`src/rtl/brick_field_draw.sv`:
```
// Brick-field pixel generator: walks every brick index, fetches its health and
// rasterises each live brick one pixel per cycle in its health colour.
module brick_field_draw #(
  parameter int GRID_X   = 16,
  parameter int GRID_Y   = 4,
  parameter int BRICK_W  = 10,
  parameter int BRICK_H  = 4,
  parameter int ORIGIN_X = 0,
  parameter int ORIGIN_Y = 8,
  localparam int IDXW    = $clog2(GRID_X * GRID_Y)
) (
  input  logic            clk,
  input  logic            resetn,
  input  logic            go,
  output logic [IDXW-1:0] rd_addr,
  input  logic [1:0]      rd_health,
  output logic            writeEn,
  output logic [9:0]      x_out,
  output logic [9:0]      y_out,
  output logic [2:0]      colour,
  output logic            busy,
  output logic            done
);

  localparam int COLW = $clog2(GRID_X);
  localparam int PXW  = (BRICK_W > 1) ? $clog2(BRICK_W) : 1;
  localparam int PYW  = (BRICK_H > 1) ? $clog2(BRICK_H) : 1;

  localparam logic [IDXW-1:0] IDX_LAST = IDXW'(GRID_X * GRID_Y - 1);
  localparam logic [PXW-1:0]  PX_LAST  = PXW'(BRICK_W - 1);
  localparam logic [PYW-1:0]  PY_LAST  = PYW'(BRICK_H - 1);

  typedef enum logic [2:0] {
    IDLE  = 3'd0,
    FETCH = 3'd1,
    EVAL  = 3'd2,
    PIXEL = 3'd3,
    DONE  = 3'd4
  } state_t;

  state_t          state, state_next;
  logic [IDXW-1:0] idx, idx_next;
  logic [PXW-1:0]  px, px_next;
  logic [PYW-1:0]  py, py_next;
  logic [9:0]      x_next, y_next;
  logic [2:0]      colour_next;

  logic [COLW-1:0] col;
  logic [IDXW-1:0] row;
  logic [9:0]      base_x, base_y;
  logic            idx_is_last;
  logic [2:0]      health_colour;

  assign rd_addr     = idx;
  assign col         = idx[COLW-1:0];
  assign row         = idx >> COLW;
  assign base_x      = 10'(ORIGIN_X) + 10'(col) * 10'(BRICK_W);
  assign base_y      = 10'(ORIGIN_Y) + 10'(row) * 10'(BRICK_H);
  assign idx_is_last = (idx == IDX_LAST);

  always_comb begin
    case (rd_health)
      2'd3:    health_colour = 3'b100;
      2'd2:    health_colour = 3'b110;
      default: health_colour = 3'b010;
    endcase
  end

  // Pixel coordinates are computed one step ahead so x_out/y_out are
  // registered yet line up with writeEn in the same PIXEL cycle.
  always_comb begin
    state_next  = state;
    idx_next    = idx;
    px_next     = px;
    py_next     = py;
    x_next      = x_out;
    y_next      = y_out;
    colour_next = colour;
    case (state)
      IDLE: begin
        if (go) begin
          idx_next   = '0;
          state_next = FETCH;
        end
      end
      FETCH: state_next = EVAL;
      EVAL: begin
        if (rd_health == 2'd0) begin
          if (idx_is_last) begin
            state_next = DONE;
          end else begin
            idx_next   = idx + 1'b1;
            state_next = FETCH;
          end
        end else begin
          colour_next = health_colour;
          px_next     = '0;
          py_next     = '0;
          x_next      = base_x;
          y_next      = base_y;
          state_next  = PIXEL;
        end
      end
      PIXEL: begin
        if (px == PX_LAST) begin
          px_next = '0;
          if (py == PY_LAST) begin
            py_next = '0;
            if (idx_is_last) begin
              state_next = DONE;
            end else begin
              idx_next   = idx + 1'b1;
              state_next = FETCH;
            end
          end else begin
            py_next = py + 1'b1;
            x_next  = base_x;
            y_next  = base_y + 10'(py) + 10'd1;
          end
        end else begin
          px_next = px + 1'b1;
          x_next  = base_x + 10'(px) + 10'd1;
        end
      end
      DONE:    state_next = IDLE;
      default: state_next = IDLE;
    endcase
  end

  // Status outputs are registered from the next state so they track it exactly.
  always_ff @(posedge clk) begin
    if (!resetn) begin
      state   <= IDLE;
      idx     <= '0;
      px      <= '0;
      py      <= '0;
      x_out   <= '0;
      y_out   <= '0;
      colour  <= '0;
      writeEn <= 1'b0;
      busy    <= 1'b0;
      done    <= 1'b0;
    end else begin
      state   <= state_next;
      idx     <= idx_next;
      px      <= px_next;
      py      <= py_next;
      x_out   <= x_next;
      y_out   <= y_next;
      colour  <= colour_next;
      writeEn <= (state_next == PIXEL);
      busy    <= (state_next != IDLE);
      done    <= (state_next == DONE);
    end
  end

endmodule

```
`config.mk`:
```
export PLATFORM = sky130hd
export DESIGN_NAME = brick_field_draw
export DESIGN_NICKNAME = d
export VERILOG_FILES = /design/src/rtl/brick_field_draw.sv
export SDC_FILE = /design/constraint.sdc
export NUM_CORES = 1
export LEC_CHECK = 0
export ABC_CLOCK_PERIOD_IN_PS = 3100
export CAP_MARGIN = 20
export CORE_MARGIN = 2
export CORE_UTILIZATION = 30
export CTS_CLUSTER_DIAMETER = 100
export DETAILED_ROUTE_END_ITERATION = 8
export DONT_BUFFER_PORTS = 1
export GPL_ROUTABILITY_DRIVEN = 0
export PLACE_DENSITY_LB_ADDON = 0.15
export SETUP_SLACK_MARGIN = 0.2
export SLEW_MARGIN = 15
export SYNTH_ARGS = -nofsm -noshare
export SYNTH_HDL_FRONTEND = slang
export SYNTH_SLANG_ARGS = --single-unit
```
`constraint.sdc`:
```
create_clock -name clk -period 3.1 [get_ports clk]
set_clock_uncertainty 0.2 [all_clocks]
set_input_delay 0.31 -clock clk [delete_from_list [all_inputs] [get_ports clk]]
set_output_delay 0.31 -clock clk [all_outputs]
set_load 0.1 [all_outputs]
```
# Yosys cells after proc, flatten, opt, wreduce, memory -nomap -nowiden
# Cells that the tools add are included.
# totals
out_inout_bits	32
romBits	0
elab_cells	76
ramBits	0
regBits	41
latch_bits	0
in_bits	5
n_memories	0
# classes
div_mod_pow	0
reduce_logical	11
n_shift	0
multipliers	1
n_lt_le_gt_ge	0
n_bitwise	1
n_addsub	8
eq_ne	17
n_mux	28
# op_table
op	n
10-bit two-way mux	6
10-bit case mux with 2 select lines	2
6-bit two-way mux	5
6-bit case mux with 3 select lines	1
3-bit two-way mux	5
2-bit != test, second input constant	6
3-bit case mux with 4 select lines	1
9-bit by 1-bit adder with 10-bit output, second input constant	1
8-bit by 4-bit adder with 9-bit output	1
3-bit by 2-bit equality test with 1-bit output, second input constant	3
4-bit two-way mux	2
4-bit case mux with 2 select lines	1
6-bit by 1-bit adder with 7-bit output, second input constant	1
4-bit by 3-bit multiplier with 7-bit output, second input constant	1
5-bit by 2-bit adder with 6-bit output	1
6-bit by 1-bit adder with 6-bit output, second input constant	1
2-bit equality test, second input constant	3
6-bit equality test, second input constant	1
2-bit two-way mux	3
3-bit case mux with 2 select lines	1
3-bit AND reduction	2
3-bit nonzero test	2
4-bit by 4-bit adder with 5-bit output, first input constant	1
5-bit AND reduction	1
13 further kinds	14

# Depth between registers and ports, before layout
# Gate-level depths: netlist (run 1).
# depth
depth_word	6
ltp_mapped	8
ltp_nobuf	8

# Worst setup path after synthesis (run 1)
# OpenSTA, ideal clock, no wires.
# synth_timing
path_type	register -> register
from	register idx[3] (netlist: rd_addr[3])
to	register x_out[8]
setup_slack_ps	-202
setup_ps	71
arrival_ps	3032
required_time_ps	2829
path_stages_with_launch	9
n_path_buf	0
cell_sequence	dfxtp_1 ha_1 ha_1 inv_1 fa_1 nor2b_1 nor2b_1 or4b_1 a21oi_1
# synth_between
elab_chain_cells	5
# synth_lines
element	line	rtl
start, declared	42	logic [IDXW-1:0] idx, idx_next;
start signal, assigned	145	idx <= idx_next;
4-bit by 3-bit multiplier with 7-bit output	57	assign base_x = 10'(ORIGIN_X) + 10'(col) * 10'(BRICK_W);
8-bit by 4-bit adder with 9-bit output	122	x_next = base_x + 10'(px) + 10'd1;
9-bit by 1-bit adder with 10-bit output	122	
10-bit two-way mux	105	if (px == PX_LAST) begin
10-bit case mux with 2 select lines	79	case (state)
end signal, assigned	148	x_out <= x_next;
end, declared	18	output logic [9:0] x_out,
# No other way between the ends.
# A chain may end at the register's enable or synchronous reset.

# Worst setup path in the final report (run 1)
# layout_timing
from	register idx[1] (netlist: rd_addr[1])
to	register x_out[8]
# Same word-level chain as after synthesis.

==> metrics.md, run 1 <==
| Metric | Value |
|---|---|
| DRC violations left | `0` |
| Starting DRT DRC Count | `98` |
| Post-synthesis cell area | `1970 µm²` |
| Post-synthesis cell type count | `58` |
| Maximum resistive drop on vdd | `0.171 mV` |
| DIE WIDTH | `85.1 µm` |
| CTS tree | `built` |
| Class of the most critical setup path | `reg -> reg` |
| Die ar. | `7240 µm²` |
| Post-cts sizing count | `0` |
| Complex-gate fraction of the synthesized area | `24.0%` |
| # setup viols final | `0` |
| Via count of the first global-routing pass | `1636` |
| Setup TNS | `0 ns` |
| Most common library cell in the layout ignoring fill and taps | `sky130_fd_sc_hd__dfxtp_1` |
| Type of origin of the critical path | `flip-flop` |
| Core occupancy in the finished layout | `34.4%` |
| Worst Setup SP | `rd_addr[1]$_SDFFE_PN0P_` |
| Global-route usage over all layers | `14.9%` |
| Crit Reg-Reg Endpoint | `x_out[8]$_SDFFE_PN0P_` |
| Final antenna-violating net count | `0` |
| Number of synthesized register bits | `34` |
| Headroom to the max-slew limit | `34.1%` |
| Source-to-sink clock delay at the later pin of the worst-skew pair | `0.29 ns` |
| Layout overhead on the synthesized area | `10.7%` |
| Clock sinks | `34` |
| Share of final-layout standard cells stronger than drive strength 1 | `11.8%` |
| Adder-cell share of the synthesized area | `9.01%` |
| Sequence of cells on the critical path | `ha_1, ha_1, inv_1, fa_1, nor2b_1, nor2b_1, or4b_1, a21oi_1` |
| Worst reg-to-reg path cell count | `8` |
| Top cell family by delay on the critical path | `adder cells` |
| Max-cap check violation count | `0` |
| Worst stage delay on the critical path | `0.44 ns` |
| Postcts setup bufs | `0` |
| Post-route fraction of the period consumed by the critical path | `84.6%` |
| Worst setup slack for register-to-register paths | `0.48 ns` |
| Effective utilization at floorplan | `31.1%` |
| H-tree lvl count | `2` |
| Largest driver fanout on the critical path | `3` |
| Most used flip-flop cell after synthesis | `sky130_fd_sc_hd__dfxtp_1` |
| Routed via count | `1653` |
| Achievable clock frequency | `381 MHz` |
| Diode insertion count for antenna repair | `0` |
| Global-route wire length before repair | `8550 µm` |
| Count of fill cells added during filler insertion | `670` |
| Total count of max-transition violations in the final report | `0` |
| Status | `complete, no violations` |
| Sequential fraction of the synthesis area | `34.5%` |
| Static Leakage | `0.000778 µW` |
| RSZ-0062 raised after global routing | `no` |
| Vias/cell | `5.26` |
| Synth Instances | `226` |
| 1st-pass router iterations | `4` |
| Capturing instance or port of the critical path | `x_out[8]$_SDFFE_PN0P_` |
| Number of antenna violations at the first check in global routing | `0` |
| Simple logic cell fraction of the synthesized area | `23.0%` |
| Library cell contributing the largest single delay on the critical path | `sky130_fd_sc_hd__or4b_1` |
| Std-Cell Core Area | `6350 µm²` |
| Drt total wl | `4920 µm` |
| Number of placement rows | `29` |
| Main combinational cell family by area after synthesis | `compound AO/OA/AOI/OAI gates` |
| Number of gates on the worst path with buffers counted | `8` |
| Clock period minus worst slack | `2.62 ns` |
| Maximum number of pins on one net before global-route repair | `19` |
| Power Dens Cells | `463 nW/µm²` |
| Synth async-reset ratio | `0%` |
| Xor/xnor share of the synthesized area | `0.444%` |
| Clock tree root buffer cell | `sky130_fd_sc_hd__clkbuf_8` |
| GRT overflow | `0` |
| Share of synthesized area spent on multiplexers | `1.52%` |
| Transition time at the pin with the least slew margin | `0.987 ns` |
| Category of the worst setup path capture point | `flip-flop` |
| Count of flip-flops with a built-in enable after synthesis | `0` |
| Number of clock buffers inserted by TritonCTS | `5` |
| Die H | `85.1 µm` |
| HPWL Detailed | `3550 µm` |
| Number of hold violations in the final report | `0` |
| Number of input and output port buffers inserted | `0` |
| CP Data Arrival Time | `2.63 ns` |
| Class of the tightest hold or removal check | `in -> reg` |
| Clock Pin Slew Worst Setup and Hold Paths | `0.07 ns` |
| Count of pins on the block boundary | `37` |
| Reg2Reg Launch Point | `rd_addr[1]$_SDFFE_PN0P_` |
| Number of hold buffers added after CTS | `3` |
| Number of buffers between clock root and the deepest sink | `2` |
| Critical path required time | `3.11 ns` |
| Final layout net count | `254` |
| Routed length per placed instance | `15.7 µm` |
| Number of buffer and inverter instances along the worst setup path | `1` |
| Yosys warning count | `0` |
| Most frequent cells in the layout | `30 x sky130_fd_sc_hd__dfxtp_1, 16 x sky130_fd_sc_hd__a21oi_1, 15 x sky130_fd_sc_hd__nand2_1` |
| Mean instance size in the synthesized netlist | `8.73 µm²` |
[cell families (layout without fill, tap and decap cells)]
group,Yosys count,after routing
AND/OR/NAND/NOR,79,79
AO/OA/AOI/OAI,70,70
flip-flops,34,34
buffers and inverters,25,30
adder cells (fa/ha/maj),13,13
multiplexers,3,3
other,1,7
XOR/XNOR,1,1
[routing by layer]
metal,global-route usage (%),share of wire (%),vias to the layer above
met2,21.7,43,31
met1,20.6,50,770
met3,5.06,5.2,6
met5,0,0,-
met4,5.05,1.5,0
li1,-,-,846
[layout make-up]
type | count | area (µm²) | share of cell area, %
Multi-Input combinational cell | 173 | 1170 | 53.6
Clock inverter | 1 | 5.00 | 0.229
Timing Repair Buffer | 12 | 97.6 | 4.47
Inverter | 10 | 37.5 | 1.72
Clock buffer | 7 | 86.3 | 3.95
Tap cell | 77 | 96.3 | 4.41
Sequential cell | 34 | 691 | 31.6
[synthesized netlist by cell type, types with 3 or more instances]
cell type	n	area [µm²]
sky130_fd_sc_hd__buf_4	11	82.6
sky130_fd_sc_hd__nand2b_1	10	62.6
sky130_fd_sc_hd__nand2_1	15	56.3
sky130_fd_sc_hd__nand3b_1	3	22.5
sky130_fd_sc_hd__ha_1	11	138
sky130_fd_sc_hd__nand4_1	3	18.8
sky130_fd_sc_hd__nand3_1	12	60.1
sky130_fd_sc_hd__a21oi_1	16	80.1
sky130_fd_sc_hd__or3_1	4	25.0
sky130_fd_sc_hd__o21ai_1	6	30.0
sky130_fd_sc_hd__a21o_1	4	30.0
sky130_fd_sc_hd__a31oi_1	4	25.0
sky130_fd_sc_hd__a21boi_1	3	22.5
sky130_fd_sc_hd__o211ai_1	4	30.0
sky130_fd_sc_hd__inv_1	9	33.8
sky130_fd_sc_hd__a211oi_1	5	37.5
sky130_fd_sc_hd__mux2i_1	3	30.0
sky130_fd_sc_hd__nor2_1	9	33.8
sky130_fd_sc_hd__dfxtp_1	34	681
sky130_fd_sc_hd__nor3_1	3	15.0
sky130_fd_sc_hd__o21ai_0	9	45.0
[state kept, by name, summed over array words and instances (netlist names)]
signal / cells
x_out: 9
rd_addr: 6
y_out: 5
px: 4
state: 3
colour: 2
py: 2
busy: 1
done: 1
writeEn: 1
[metrics by stage]
| stage | hold WS, ns | area, µm² | std cells | worst slack, ns | total power, µW |
|---|---|---|---|---|---|
| after floorplan | 0.220 | 2000 | 232 | 0.308 | 662 |
| after global placement | 0.226 | 2060 | 303 | 0.509 | 674 |
| after detailed placement | 0.225 | 2060 | 303 | 0.497 | 673 |
| after CTS | 0.00649 | 2180 | 314 | 0.476 | 1020 |
| after global routing | 0.0217 | 2180 | 314 | 0.317 | 1060 |
| final | 0.0152 | 2180 | 314 | 0.477 | 1010 |
[worst min path at each step]
| stage | startpoint | to | slack [ns] | depth (start not counted) |
|---|---|---|---|---|
| after floorplan | rd_health[1] | colour[1]$_SDFFE_PN0P_ | 0.22 | 1 |
| after global placement | rd_health[1] | colour[1]$_SDFFE_PN0P_ | 0.23 | 1 |
| after detailed placement | rd_health[1] | colour[1]$_SDFFE_PN0P_ | 0.23 | 1 |
| after CTS | resetn | x_out[5]$_SDFFE_PN0P_ | 0.006 | 2 |
| after global routing | resetn | x_out[5]$_SDFFE_PN0P_ | 0.02 | 2 |
| final | resetn | x_out[5]$_SDFFE_PN0P_ | 0.02 | 2 |
[where the power goes]
group / switching, µW / internal [µW]
combinational: 98.9 / 33.2
sequential: 86.4 / 449
clock: 164 / 179
total: 349 / 662
Power figures use the tool's default switching activity.
==> inputs of run 2 (changes only) <==
- ABC_CLOCK_PERIOD_IN_PS: 3100 -> 2400
- clock period: 3.1 -> 2.4 ns (I/O delays scaled with it)
==> run 2 against run 1 <==
Effect of this change:
- count of clock-buffer cells in the layout is the same
- die area is the same
- non-clock buffer count grew 35
- worst hold slack gained 0.047 ns
- fmax grew 11%
- clock power grew 27%
- sequential cell count is the same
- setup slack lost 0.44 ns
- final area grew 17%
- global-route usage grew 0.052 points
- via count grew 8.8%
- largest power group unchanged
==> metrics.md, run 2 (same netlist as run 1, synthesis figures left out) <==
| Metric | Value |
|---|---|
| Smallest setup slack after layout | `0.0398 ns` |
| Class of the tightest hold or removal check | `in -> reg` |
| Count of fill cells added during filler insertion | `632` |
| Setup Slack @ Placement | `0.00693 ns` |
| Global-route wire length before repair | `8610 µm` |
| Area of combinational cells with multiple inputs | `1270 µm²` |
| Status | `complete, no violations` |
| Max-cap check violation count | `0` |
| Reg2Reg Launch Point | `rd_addr[3]$_SDFFE_PN0P_` |
| Maximum resistive drop on vdd | `0.302 mV` |
| Via count of the first global-routing pass | `1765` |
| Die ar. | `7240 µm²` |
| Worst stage delay on the critical path | `0.45 ns` |
| DRC violations left | `0` |
| Class of the most critical setup path | `reg -> reg` |
| Number of buffers between clock root and the deepest sink | `2` |
| Endpoint with the worst hold slack | `x_out[5]$_SDFFE_PN0P_` |
| Sequence of cells on the critical path | `ha_4, ha_4, inv_2, fa_2, nor2b_2, nor2b_2, or4b_1, a21oi_1` |
| Power Dens Cells | `521 nW/µm²` |
| Std-Cell Core Area | `6350 µm²` |
| Clock Pin Slew Worst Setup and Hold Paths | `0.08 ns` |
| Critical path required time | `2.41 ns` |
| Most common library cell in the layout ignoring fill and taps | `sky130_fd_sc_hd__buf_4` |
| Clock period minus worst slack | `2.36 ns` |
| Share of final-layout standard cells stronger than drive strength 1 | `28.4%` |
| Layout overhead on the synthesized area | `29.9%` |
| Most flop-heavy register | `x_out` |
| Clock tree root buffer cell | `sky130_fd_sc_hd__clkbuf_8` |
| CP Data Arrival Time | `2.37 ns` |
| Category of the worst setup path capture point | `flip-flop` |
| Largest driver fanout on the critical path | `3` |
| DIE WIDTH | `85.1 µm` |
| HP Start | `resetn` |
| Routed via count | `1798` |
| Diode insertion count for antenna repair | `0` |
| Headroom to the max-slew limit | `60.5%` |
| Worst Setup SP | `rd_addr[3]$_SDFFE_PN0P_` |
| Crit Reg-Reg Endpoint | `x_out[8]$_SDFFE_PN0P_` |
| Final worst hold slack | `0.0625 ns` |
| Maximum number of pins on one net before global-route repair | `19` |
| Number of flip-flops in the largest register | `9` |
| Most frequent cells in the layout | `41 x sky130_fd_sc_hd__buf_4, 27 x sky130_fd_sc_hd__dfxtp_1, 16 x sky130_fd_sc_hd__a21oi_1` |
| Worst setup slack for register-to-register paths | `0.04 ns` |
| Library cell contributing the largest single delay on the critical path | `sky130_fd_sc_hd__fa_2` |
| Achievable clock frequency | `424 MHz` |
| Clock sinks | `34` |
| Post-placement cell count | `333` |
| GRT overflow | `0` |
| Number of hold violations in the final report | `0` |
| Type of origin of the critical path | `flip-flop` |
| Total count of max-transition violations in the final report | `0` |
| Vias/cell | `5.17` |
| HPWL Detailed | `3770 µm` |
| H-tree lvl count | `2` |
| Routed length per placed instance | `14.7 µm` |
| Count of pins on the block boundary | `37` |
| Number of antenna violations at the first check in global routing | `0` |
| 1st-pass router iterations | `4` |
| Final antenna-violating net count | `0` |
| Global-route usage over all layers | `14.9%` |
| Drt total wl | `5100 µm` |
| CTS tree | `built` |
| RSZ-0062 raised after global routing | `yes` |
| Static Leakage | `0.000971 µW` |
| Setup TNS | `0 ns` |
| Starting DRT DRC Count | `63` |
| Transition time at the pin with the least slew margin | `0.589 ns` |
| Number of clock buffers inserted by TritonCTS | `5` |
| Source-to-sink clock delay at the later pin of the worst-skew pair | `0.29 ns` |
| Worst reg-to-reg path cell count | `8` |
| Final layout net count | `289` |
| Effective utilization at floorplan | `31.1%` |
| Final instance count without filler cells | `348` |
| Depth of the worst hold-timing path | `3` |
| Number of placement rows | `29` |
| # setup viols final | `0` |
| Seq. cell area | `699 µm²` |
| Post-route fraction of the period consumed by the critical path | `98.3%` |
| Number of input and output port buffers inserted | `0` |
| Die H | `85.1 µm` |
## run 2: worst max path at each step
stage | slack [ns] | to | cells past startpoint
after floorplan | -0.20 | x_out[8]$_SDFFE_PN0P_ | 8
after global placement | 0.03 | x_out[8]$_SDFFE_PN0P_ | 8
after detailed placement | 0.007 | x_out[8]$_SDFFE_PN0P_ | 8
after CTS | 0.01 | x_out[8]$_SDFFE_PN0P_ | 8
after global routing | -0.02 | x_out[8]$_SDFFE_PN0P_ | 8
final | 0.04 | x_out[8]$_SDFFE_PN0P_ | 8
## run 2: where the power goes
group	internal (µW)	switching, µW	leakage [µW]
registers	578	16.0	0.000280
logic	71.6	233	0.000647
clock network	228	209	0.0000443
total	878	458	0.000971
## run 2: worst max-delay path: cells and delay by family, from the launching register on
family | cells | cell delay, ns
fa+ha+maj | 3 | 0.84
simple gates | 3 | 0.71
flops | 1 | 0.36
compound gates | 1 | 0.12
buf+inv | 1 | 0.05
## run 2: metal layers
layer / up-vias / routed length [µm] / GRT usage, %
met5: - / 0 / 0
met1: 840 / 2460 / 20.3
met4: 0 / 49 / 4.62
met3: 5 / 244 / 3.40
li1: 918 / - / -
met2: 35 / 2350 / 23.6
## run 2: through the flow
stage | total power [µW] | cell area [µm²] | util [%]
after floorplan | 853 | 2050 | -
after global placement | 896 | 2330 | 36.8
after detailed placement | 896 | 2330 | 36.8
after CTS | 1340 | 2470 | 38.9
after global routing | 1390 | 2560 | 40.4
final | 1340 | 2560 | 40.4
## run 2: layout make-up
cell class                 instances  share of cell area (%)
timing repair buffer              47                    14.5
multi-input combinational        173                    49.6
sequential                        34                    27.3
tap                               77                    3.76
inverter                          10                    1.46
clock buffer                       7                    3.37
## run 2: repair_timing
item / CTS / global route
gates resized for setup: 2 / 13
hold buffers: 3 / 0
setup buffers: 1 / 4
hold endpoints to repair: 13 / 0
pin swaps: 2 / 3
endpoints found under the setup margin: 5 / 18
==> inputs of run 3 (changes only) <==
- GPL_TIMING_DRIVEN: default -> 1
==> results of run 3 <==
Final layout, timing and power as in run 2 (identical DEF).
